`config.mk`:
```
export PLATFORM = sky130hd
export DESIGN_NAME = video_cfg_ctrl_flat
export DESIGN_NICKNAME = d
export VERILOG_FILES = /design/src/rtl/video_cfg_ctrl_pkg.sv /design/src/rtl/video_cfg_ctrl_if.sv /design/src/rtl/video_cfg_ctrl_axil_addr_decode.sv /design/src/rtl/video_cfg_ctrl.sv /design/src/flat_wrapper.sv
export SDC_FILE = /design/constraint.sdc
export NUM_CORES = 1
export LEC_CHECK = 0
export ABC_AREA = 1
export BUFFER_PORTS_ARGS = -buffer_cell sky130_fd_sc_hd__clkbuf_2
export CORE_UTILIZATION = 44
export CTS_CLUSTER_SIZE = 20
export DETAILED_ROUTE_END_ITERATION = 12
export PLACE_DENSITY = 0.8
export RECOVER_POWER = 50
export REMOVE_ABC_BUFFERS = 1
export SLEW_MARGIN = 20
export SYNTH_ARGS = -nofsm -noshare
export SYNTH_HDL_FRONTEND = slang
export SYNTH_HIERARCHICAL = 1
export SYNTH_SLANG_ARGS = --single-unit
export TNS_END_PERCENT = 1
```
`constraint.sdc`:
```
create_clock -name clk -period 1.2 [get_ports clk]
set_input_delay 0.12 -clock clk [delete_from_list [all_inputs] [get_ports clk]]
set_output_delay 0.12 -clock clk [all_outputs]
set_load 0.01 [all_outputs]
```
`src/rtl/video_cfg_ctrl_pkg.sv`:
```
// Shared types, address map and FSM encodings for the video configuration controller.
package video_cfg_ctrl_pkg;

    localparam int PADDR = 16;
    localparam int PDATA = 16;
    localparam int PRESP = 2;

    typedef logic [7:0]        color_t;
    typedef logic signed [8:0] color_signed_t;
    typedef logic [7:0]        contrast_fp_t;   // unsigned Q2.6

    localparam contrast_fp_t CONTRAST_ONE = 8'h40;

    localparam logic [3:0] ADDR_ENABLES    = 4'h1;
    localparam logic [3:0] ADDR_BRIGHTNESS = 4'h2;
    localparam logic [3:0] ADDR_CONTRAST   = 4'h4;
    localparam logic [3:0] ADDR_GAMMA_LUT  = 4'h8;

    localparam logic [PRESP-1:0] RESP_OKAY   = 2'b00;
    localparam logic [PRESP-1:0] RESP_SLVERR = 2'b10;

    typedef enum logic [1:0] {
        REG_ENABLES,
        REG_BRIGHTNESS,
        REG_CONTRAST,
        REG_GAMMA_LUT
    } region_e;

    typedef struct packed {
        logic [2:0]    enables;
        color_signed_t brightness;
        contrast_fp_t  contrast;
    } cfg_regs_t;

    typedef enum logic {
        W_IDLE,
        W_RESP
    } wstate_e;

    typedef enum logic [1:0] {
        R_IDLE,
        R_WAIT,
        R_RESP
    } rstate_e;

    function automatic logic [PDATA-1:0] reg_rdata(input cfg_regs_t c, input region_e r);
        logic [PDATA-1:0] d;
        d = '0;
        case (r)
            REG_ENABLES:    d = {13'd0, c.enables};
            REG_BRIGHTNESS: d = {{7{c.brightness[8]}}, c.brightness};
            REG_CONTRAST:   d = {8'd0, c.contrast};
            default:        d = '0;
        endcase
        return d;
    endfunction

endpackage

```
`src/rtl/video_cfg_ctrl_if.sv`:
```
// AXI-Lite configuration bus between a host (master) and the controller (slave).
interface video_cfg_ctrl_if;
    import video_cfg_ctrl_pkg::*;

    logic             awvalid;
    logic             awready;
    logic [PADDR-1:0] awaddr;
    logic             wvalid;
    logic             wready;
    logic [PDATA-1:0] wdata;
    logic             bvalid;
    logic             bready;
    logic [PRESP-1:0] bresp;
    logic             arvalid;
    logic             arready;
    logic [PADDR-1:0] araddr;
    logic             rvalid;
    logic             rready;
    logic [PDATA-1:0] rdata;
    logic [PRESP-1:0] rresp;

    modport master (
        output awvalid, awaddr, wvalid, wdata, bready, arvalid, araddr, rready,
        input  awready, wready, bvalid, bresp, arready, rvalid, rdata, rresp
    );

    modport slave (
        input  awvalid, awaddr, wvalid, wdata, bready, arvalid, araddr, rready,
        output awready, wready, bvalid, bresp, arready, rvalid, rdata, rresp
    );

endinterface

```
`src/rtl/video_cfg_ctrl_axil_addr_decode.sv`:
```
// Combinational decode of a bus address into register region and LUT index.
module axil_addr_decode
    import video_cfg_ctrl_pkg::*;
(
    input  logic [PADDR-1:0] paddr,
    output region_e          region,
    output color_t           lut_idx,
    output logic             valid
);

    logic unused_mid;
    assign unused_mid = ^paddr[11:8];
    assign lut_idx    = paddr[7:0];

    always_comb begin
        region = REG_ENABLES;
        valid  = 1'b1;
        case (paddr[15:12])
            ADDR_ENABLES:    region = REG_ENABLES;
            ADDR_BRIGHTNESS: region = REG_BRIGHTNESS;
            ADDR_CONTRAST:   region = REG_CONTRAST;
            ADDR_GAMMA_LUT:  region = REG_GAMMA_LUT;
            default:         valid  = 1'b0;
        endcase
    end

endmodule

```
`src/rtl/video_cfg_ctrl.sv`:
```
// Video pipeline configuration controller: AXI-Lite register file, frame-synchronous commit, gamma LUT forwarding.
// Define VIDEO_CFG_CTRL_SHADOW_EN for staged/active double buffering committed on sof.
//
// state  | meaning
// W_IDLE | waiting for aw+w together; accept, update staged or strobe LUT
// W_RESP | bvalid high until bready
// R_IDLE | waiting for ar; registers go to R_RESP, LUT reads to R_WAIT
// R_WAIT | capturing lut_rdata one cycle after lut_re
// R_RESP | rvalid high until rready
module video_cfg_ctrl
    import video_cfg_ctrl_pkg::*;
#(
    parameter contrast_fp_t CONTRAST_RST = CONTRAST_ONE
) (
    input  logic             clk,
    input  logic             rst,
    video_cfg_ctrl_if.slave  axil,
    input  logic             sof,
    output logic [2:0]       enables_o,
    output color_signed_t    brightness_o,
    output contrast_fp_t     contrast_o,
    output logic             cfg_pending_o,
    output logic             lut_we,
    output logic             lut_re,
    output color_t           lut_addr,
    output color_t           lut_wdata,
    input  color_t           lut_rdata
);

    localparam cfg_regs_t CFG_RST = '{enables: 3'b000, brightness: 9'sd0, contrast: CONTRAST_RST};

    region_e          w_region, r_region;
    color_t           w_idx, r_idx;
    logic             w_valid, r_valid;
    wstate_e          w_state;
    rstate_e          r_state;
    cfg_regs_t        staged, staged_nxt, active;
    logic             pending;
    logic             w_accept, w_lut, w_reg, lut_wr_ok, r_conflict, r_accept;
    logic [PRESP-1:0] bresp_q, rresp_q;
    logic [PDATA-1:0] rdata_q;
    logic             unused_wdata;

    axil_addr_decode u_wdec (
        .paddr   (axil.awaddr),
        .region  (w_region),
        .lut_idx (w_idx),
        .valid   (w_valid)
    );

    axil_addr_decode u_rdec (
        .paddr   (axil.araddr),
        .region  (r_region),
        .lut_idx (r_idx),
        .valid   (r_valid)
    );

    assign unused_wdata = ^axil.wdata[15:9];

    always_comb begin
        w_accept   = (w_state == W_IDLE) & axil.awvalid & axil.wvalid;
        w_lut      = w_accept & w_valid & (w_region == REG_GAMMA_LUT);
        w_reg      = w_accept & w_valid & (w_region != REG_GAMMA_LUT);
        // LUT contents must not change under a frame that is using them
        lut_wr_ok  = w_lut & ~active.enables[2];
        r_conflict = w_lut & r_valid & (r_region == REG_GAMMA_LUT);
        r_accept   = (r_state == R_IDLE) & axil.arvalid & ~r_conflict;
    end

    assign axil.awready = w_accept;
    assign axil.wready  = w_accept;
    assign axil.bvalid  = (w_state == W_RESP);
    assign axil.bresp   = bresp_q;
    assign axil.arready = r_accept;
    assign axil.rvalid  = (r_state == R_RESP);
    assign axil.rdata   = rdata_q;
    assign axil.rresp   = rresp_q;

    assign lut_we    = lut_wr_ok;
    assign lut_re    = r_accept & r_valid & (r_region == REG_GAMMA_LUT);
    assign lut_addr  = lut_wr_ok ? w_idx : r_idx;
    assign lut_wdata = axil.wdata[7:0];

    always_ff @(posedge clk) begin
        if (rst) begin
            w_state <= W_IDLE;
            bresp_q <= RESP_OKAY;
        end else begin
            case (w_state)
                W_IDLE: if (w_accept) begin
                    bresp_q <= (w_reg | lut_wr_ok) ? RESP_OKAY : RESP_SLVERR;
                    w_state <= W_RESP;
                end
                W_RESP: if (axil.bready) w_state <= W_IDLE;
                default: w_state <= W_IDLE;
            endcase
        end
    end

    always_ff @(posedge clk) begin
        if (rst) begin
            r_state <= R_IDLE;
            rresp_q <= RESP_OKAY;
            rdata_q <= '0;
        end else begin
            case (r_state)
                R_IDLE: if (r_accept) begin
                    if (!r_valid) begin
                        rdata_q <= '0;
                        rresp_q <= RESP_SLVERR;
                        r_state <= R_RESP;
                    end else if (r_region == REG_GAMMA_LUT) begin
                        rresp_q <= RESP_OKAY;
                        r_state <= R_WAIT;
                    end else begin
                        rdata_q <= reg_rdata(staged, r_region);
                        rresp_q <= RESP_OKAY;
                        r_state <= R_RESP;
                    end
                end
                R_WAIT: begin
                    rdata_q <= {8'd0, lut_rdata};
                    r_state <= R_RESP;
                end
                R_RESP: if (axil.rready) r_state <= R_IDLE;
                default: r_state <= R_IDLE;
            endcase
        end
    end

    always_comb begin
        staged_nxt = staged;
        if (w_reg) begin
            case (w_region)
                REG_ENABLES:    staged_nxt.enables    = axil.wdata[2:0];
                REG_BRIGHTNESS: staged_nxt.brightness = axil.wdata[8:0];
                REG_CONTRAST:   staged_nxt.contrast   = axil.wdata[7:0];
                default:        staged_nxt = staged;
            endcase
        end
    end

`ifdef VIDEO_CFG_CTRL_SHADOW_EN
    // active copies the pre-write staged value, so a write in the sof cycle waits for the next frame
    always_ff @(posedge clk) begin
        if (rst) begin
            staged  <= CFG_RST;
            active  <= CFG_RST;
            pending <= 1'b0;
        end else begin
            staged <= staged_nxt;
            if (sof && pending) active <= staged;
            if (w_reg) pending <= 1'b1;
            else if (sof) pending <= 1'b0;
        end
    end
`else
    logic unused_sof;
    assign unused_sof = sof;

    always_ff @(posedge clk) begin
        if (rst) staged <= CFG_RST;
        else     staged <= staged_nxt;
    end

    assign active  = staged;
    assign pending = 1'b0;
`endif

    assign enables_o     = active.enables;
    assign brightness_o  = active.brightness;
    assign contrast_o    = active.contrast;
    assign cfg_pending_o = pending;

endmodule

```
`src/flat_wrapper.sv`:
```
// flat-port wrapper written by rule: the top's interface ports become plain ports
module video_cfg_ctrl_flat import video_cfg_ctrl_pkg::*;
#(
    parameter contrast_fp_t CONTRAST_RST = CONTRAST_ONE
)
  (clk, rst, sof, enables_o, brightness_o, contrast_o, cfg_pending_o, lut_we, lut_re, lut_addr, lut_wdata, lut_rdata, axil_awvalid, axil_awaddr, axil_wvalid, axil_wdata, axil_bready, axil_arvalid, axil_araddr, axil_rready, axil_awready, axil_wready, axil_bvalid, axil_bresp, axil_arready, axil_rvalid, axil_rdata, axil_rresp);
  video_cfg_ctrl_if axil_i ();
  input  logic clk;
  input  logic rst;
  input  logic sof;
  output logic [2:0] enables_o;
  output color_signed_t brightness_o;
  output contrast_fp_t contrast_o;
  output logic cfg_pending_o;
  output logic lut_we;
  output logic lut_re;
  output color_t lut_addr;
  output color_t lut_wdata;
  input  color_t lut_rdata;
  input wire logic [$bits(axil_i.awvalid)-1:0] axil_awvalid;
  input wire logic [$bits(axil_i.awaddr)-1:0] axil_awaddr;
  input wire logic [$bits(axil_i.wvalid)-1:0] axil_wvalid;
  input wire logic [$bits(axil_i.wdata)-1:0] axil_wdata;
  input wire logic [$bits(axil_i.bready)-1:0] axil_bready;
  input wire logic [$bits(axil_i.arvalid)-1:0] axil_arvalid;
  input wire logic [$bits(axil_i.araddr)-1:0] axil_araddr;
  input wire logic [$bits(axil_i.rready)-1:0] axil_rready;
  output wire logic [$bits(axil_i.awready)-1:0] axil_awready;
  output wire logic [$bits(axil_i.wready)-1:0] axil_wready;
  output wire logic [$bits(axil_i.bvalid)-1:0] axil_bvalid;
  output wire logic [$bits(axil_i.bresp)-1:0] axil_bresp;
  output wire logic [$bits(axil_i.arready)-1:0] axil_arready;
  output wire logic [$bits(axil_i.rvalid)-1:0] axil_rvalid;
  output wire logic [$bits(axil_i.rdata)-1:0] axil_rdata;
  output wire logic [$bits(axil_i.rresp)-1:0] axil_rresp;
  assign axil_i.awvalid = axil_awvalid;
  assign axil_i.awaddr = axil_awaddr;
  assign axil_i.wvalid = axil_wvalid;
  assign axil_i.wdata = axil_wdata;
  assign axil_i.bready = axil_bready;
  assign axil_i.arvalid = axil_arvalid;
  assign axil_i.araddr = axil_araddr;
  assign axil_i.rready = axil_rready;
  assign axil_awready = axil_i.awready;
  assign axil_wready = axil_i.wready;
  assign axil_bvalid = axil_i.bvalid;
  assign axil_bresp = axil_i.bresp;
  assign axil_arready = axil_i.arready;
  assign axil_rvalid = axil_i.rvalid;
  assign axil_rdata = axil_i.rdata;
  assign axil_rresp = axil_i.rresp;
  video_cfg_ctrl #(.CONTRAST_RST(CONTRAST_RST)) u_core (.clk(clk), .rst(rst), .axil(axil_i), .sof(sof), .enables_o(enables_o), .brightness_o(brightness_o), .contrast_o(contrast_o), .cfg_pending_o(cfg_pending_o), .lut_we(lut_we), .lut_re(lut_re), .lut_addr(lut_addr), .lut_wdata(lut_wdata), .lut_rdata(lut_rdata));
endmodule
```
==> results.cfg <==
[synthesis]
yosysSeqAreaShare = 0.312
syn_avg_cell_area_um2 = 6.42
ys_ff_latch = 34
syn-cell-area_um2 = 2180
ys_warn_count = 6
synth_cell_types = 27
netlist_instances = 340

[clocking]
cts_made_buffers = 5
cts_tree = built
clk_pin_slew_ps = 70
cts_root_buffer = clkbuf_8
cts_htree_levels = 2
clk_latency_ps = 290
clk_path_buf_depth = 2
cts_hold_buf = 0
cts.sinks = 34

[floorplan]
die_w_um = 72.4
initial_core_util = 0.459
dieArea_um2 = 5250
core_area_um2 = 4750
die_height_um = 72.4
row_count = 25
io-pin-count = 128

[placement]
post-place-ws_ps = -250
port_buffers = 108
gp_congestion = 0.828
hpwlAfterDp_mm = 4.25
postPlaceCellArea_um2 = 2680

[grt]
grt_max_degree = 21
grt_first_pass_wirelength_mm = 9.05
grt_pass1_vias = 2049
grt-ovfl-total = 0
track_usage = 0.219
antenna_found_initial = 0

[timing]
final-setup-viol-count = 35
hold_slack_ps = 55.5
finalHoldViolCount = 0
period_minus_slack_ps = 1540
fin_ws_ps = -344
rsz0062_at_grt = yes
fmax_ghz = 0.647
period_share = 1.29
final_max_slew_viol_count = 0
skew_ps = 7.20

[power]
power.density_nw_per_um2 = 1050
design_power_total_mw = 2.98
irDropWorstVdd_mv = 0.547
p_leak_nw = 1.53

[drt]
firstDrtPassIters = 4
routed_wirelength_mm = 5.54
drtAntennaViolNets = 0
wl_per_cell_um = 10.9
drt_iter0_markers = 96
via_per_inst = 4.63
vias = 2344
post-route-drc-count = 0

[status]
violations = negative setup slack
outcome = finished, violations left

[layout]
num-nets-final = 502
antennaDiodeCount = 0
fin_util = 0.597
final_area_um2 = 2840
syn_to_final_growth_pct = 30.1
drive_above_1_share = 0.310

[critical_path]
worstPathArrival_ps = 1420
critPathMaxFanout = 4
cp-end-kind = output pin
cp_data_required_time_ps = 1080
r2r_slack_ps = -170
startpoint_type = flip-flop
worstSetupPathType = reg -> out

[flow_run]
drv_cap = 0

[min_path]
worstHoldPathType = in -> reg
## worst max-delay path, cell delays in order, from the launching register on
cell	delay, ps
dfxtp_2	330
inv_2	70
nand3_4	90
nor2_8	140
nand3_1	120
nand2_1	100
inv_1	50
nand2_1	70
inv_1	40
clkbuf_2	120
## final timing paths
| path | from | endpoint | cells after the start |
|---|---|---|---|
| worst min register to register | u_core/axil.rresp[1] | u_core/axil.rresp[1] | 2 |
| worst max register to register | u_core/axil.bvalid | u_core/contrast_o[2] | 8 |
| worst min-delay path | rst | u_core/r_state[0] | 2 |
| worst max-delay path | u_core/axil.bvalid | lut_re | 9 |
## placed cells by master, fill, tap and decap left out, types with 3 or more instances in the layout
| cell | instances |
|---|---|
| o21ai_0 | 18 |
| nand2_1 | 80 |
| inv_1 | 44 |
| buf_4 | 19 |
| dfxtp_2 | 4 |
| clkbuf_2 | 75 |
| nand3_4 | 4 |
| nand3_1 | 29 |
| dfxtp_1 | 30 |
| conb_1 | 3 |
| nand3b_1 | 3 |
| clkbuf_8 | 5 |
| nand4_1 | 5 |
| nor2_1 | 51 |
| inv_2 | 4 |
| o21ai_1 | 11 |
| buf_2 | 9 |
| clkbuf_1 | 24 |
## metrics by stage
step           instances  TNS (ps)
2_1_floorplan        302      -470
3_3_place_gp         495     -6100
3_5_place_dp         495     -7610
4_1_cts              505     -6860
5_1_grt              506    -10030
6_report             506     -6570
## repair_timing
action	4_1_cts	5_1_grt
gates resized for setup	11	20
setup endpoints to repair	36	45
buffers inserted	1	1
cloned	1	0
pin swaps	4	2
## synthesized netlist by cell type, drive strengths merged
cell type	n	area, µm²
clkbuf	3	15.0
inv	48	180
dfxtp	34	681
o21ai	29	145
nor2	56	248
a211oi	1	7.51
nand3	33	208
nor3	1	5.00
buf	37	273
nand4	5	31.3
conb	1	3.75
clkinv	2	13.8
nor3b	1	7.51
nand2	84	333
nand3b	3	22.5
a21oi	2	10.0
## layer usage
metal | track usage | up-vias | routed length, µm
met2 | 0.371 | 73 | 2720
met1 | 0.283 | 1037 | 2470
met3 | 0.0444 | 6 | 294
met5 | 0 | - | 0
li1 | - | 1228 | -
met4 | 0.0588 | 0 | 46
## flip-flops by register name, summed over array words and instances, names as in the netlist
signal               count
u_core/enables_o         3
u_core/axil.bresp        1
u_core/axil.rdata        9
u_core/r_state           2
u_core/axil.bvalid       1
u_core/axil.rresp        1
u_core/brightness_o      9
u_core/contrast_o        8
## cells by family (layout without fill, tap and decap cells)
| group | Yosys count | in the layout | share of synthesized area |
|---|---|---|---|
| AOI/OAI and AO/OA | 32 | 32 | 0.0745 |
| other | 1 | 3 | 0.00172 |
| DFF | 34 | 34 | 0.312 |
| buffers and inverters | 90 | 186 | 0.221 |
| and+or+nand+nor | 183 | 184 | 0.391 |
## report_power, final
| group | total (mW) | internal (mW) | switching (mW) |
|---|---|---|---|
| logic | 0.500 | 0.208 | 0.292 |
| clock network | 1.29 | 0.832 | 0.453 |
| registers | 1.19 | 1.17 | 0.0264 |
## final cells by class
| type | count | area [µm²] |
|---|---|---|
| Fill cell | 479 | 1910 |
| Multi-Input combinational cell | 219 | 1070 |
| Sequential cell | 34 | 686 |
| Timing Repair Buffer | 128 | 673 |
| Inverter | 50 | 194 |
| Tap cell | 67 | 83.8 |
| Clock buffer | 5 | 68.8 |
| Clock inverter | 3 | 68.8 |
No activity file was read; power rests on OpenSTA's default activity.
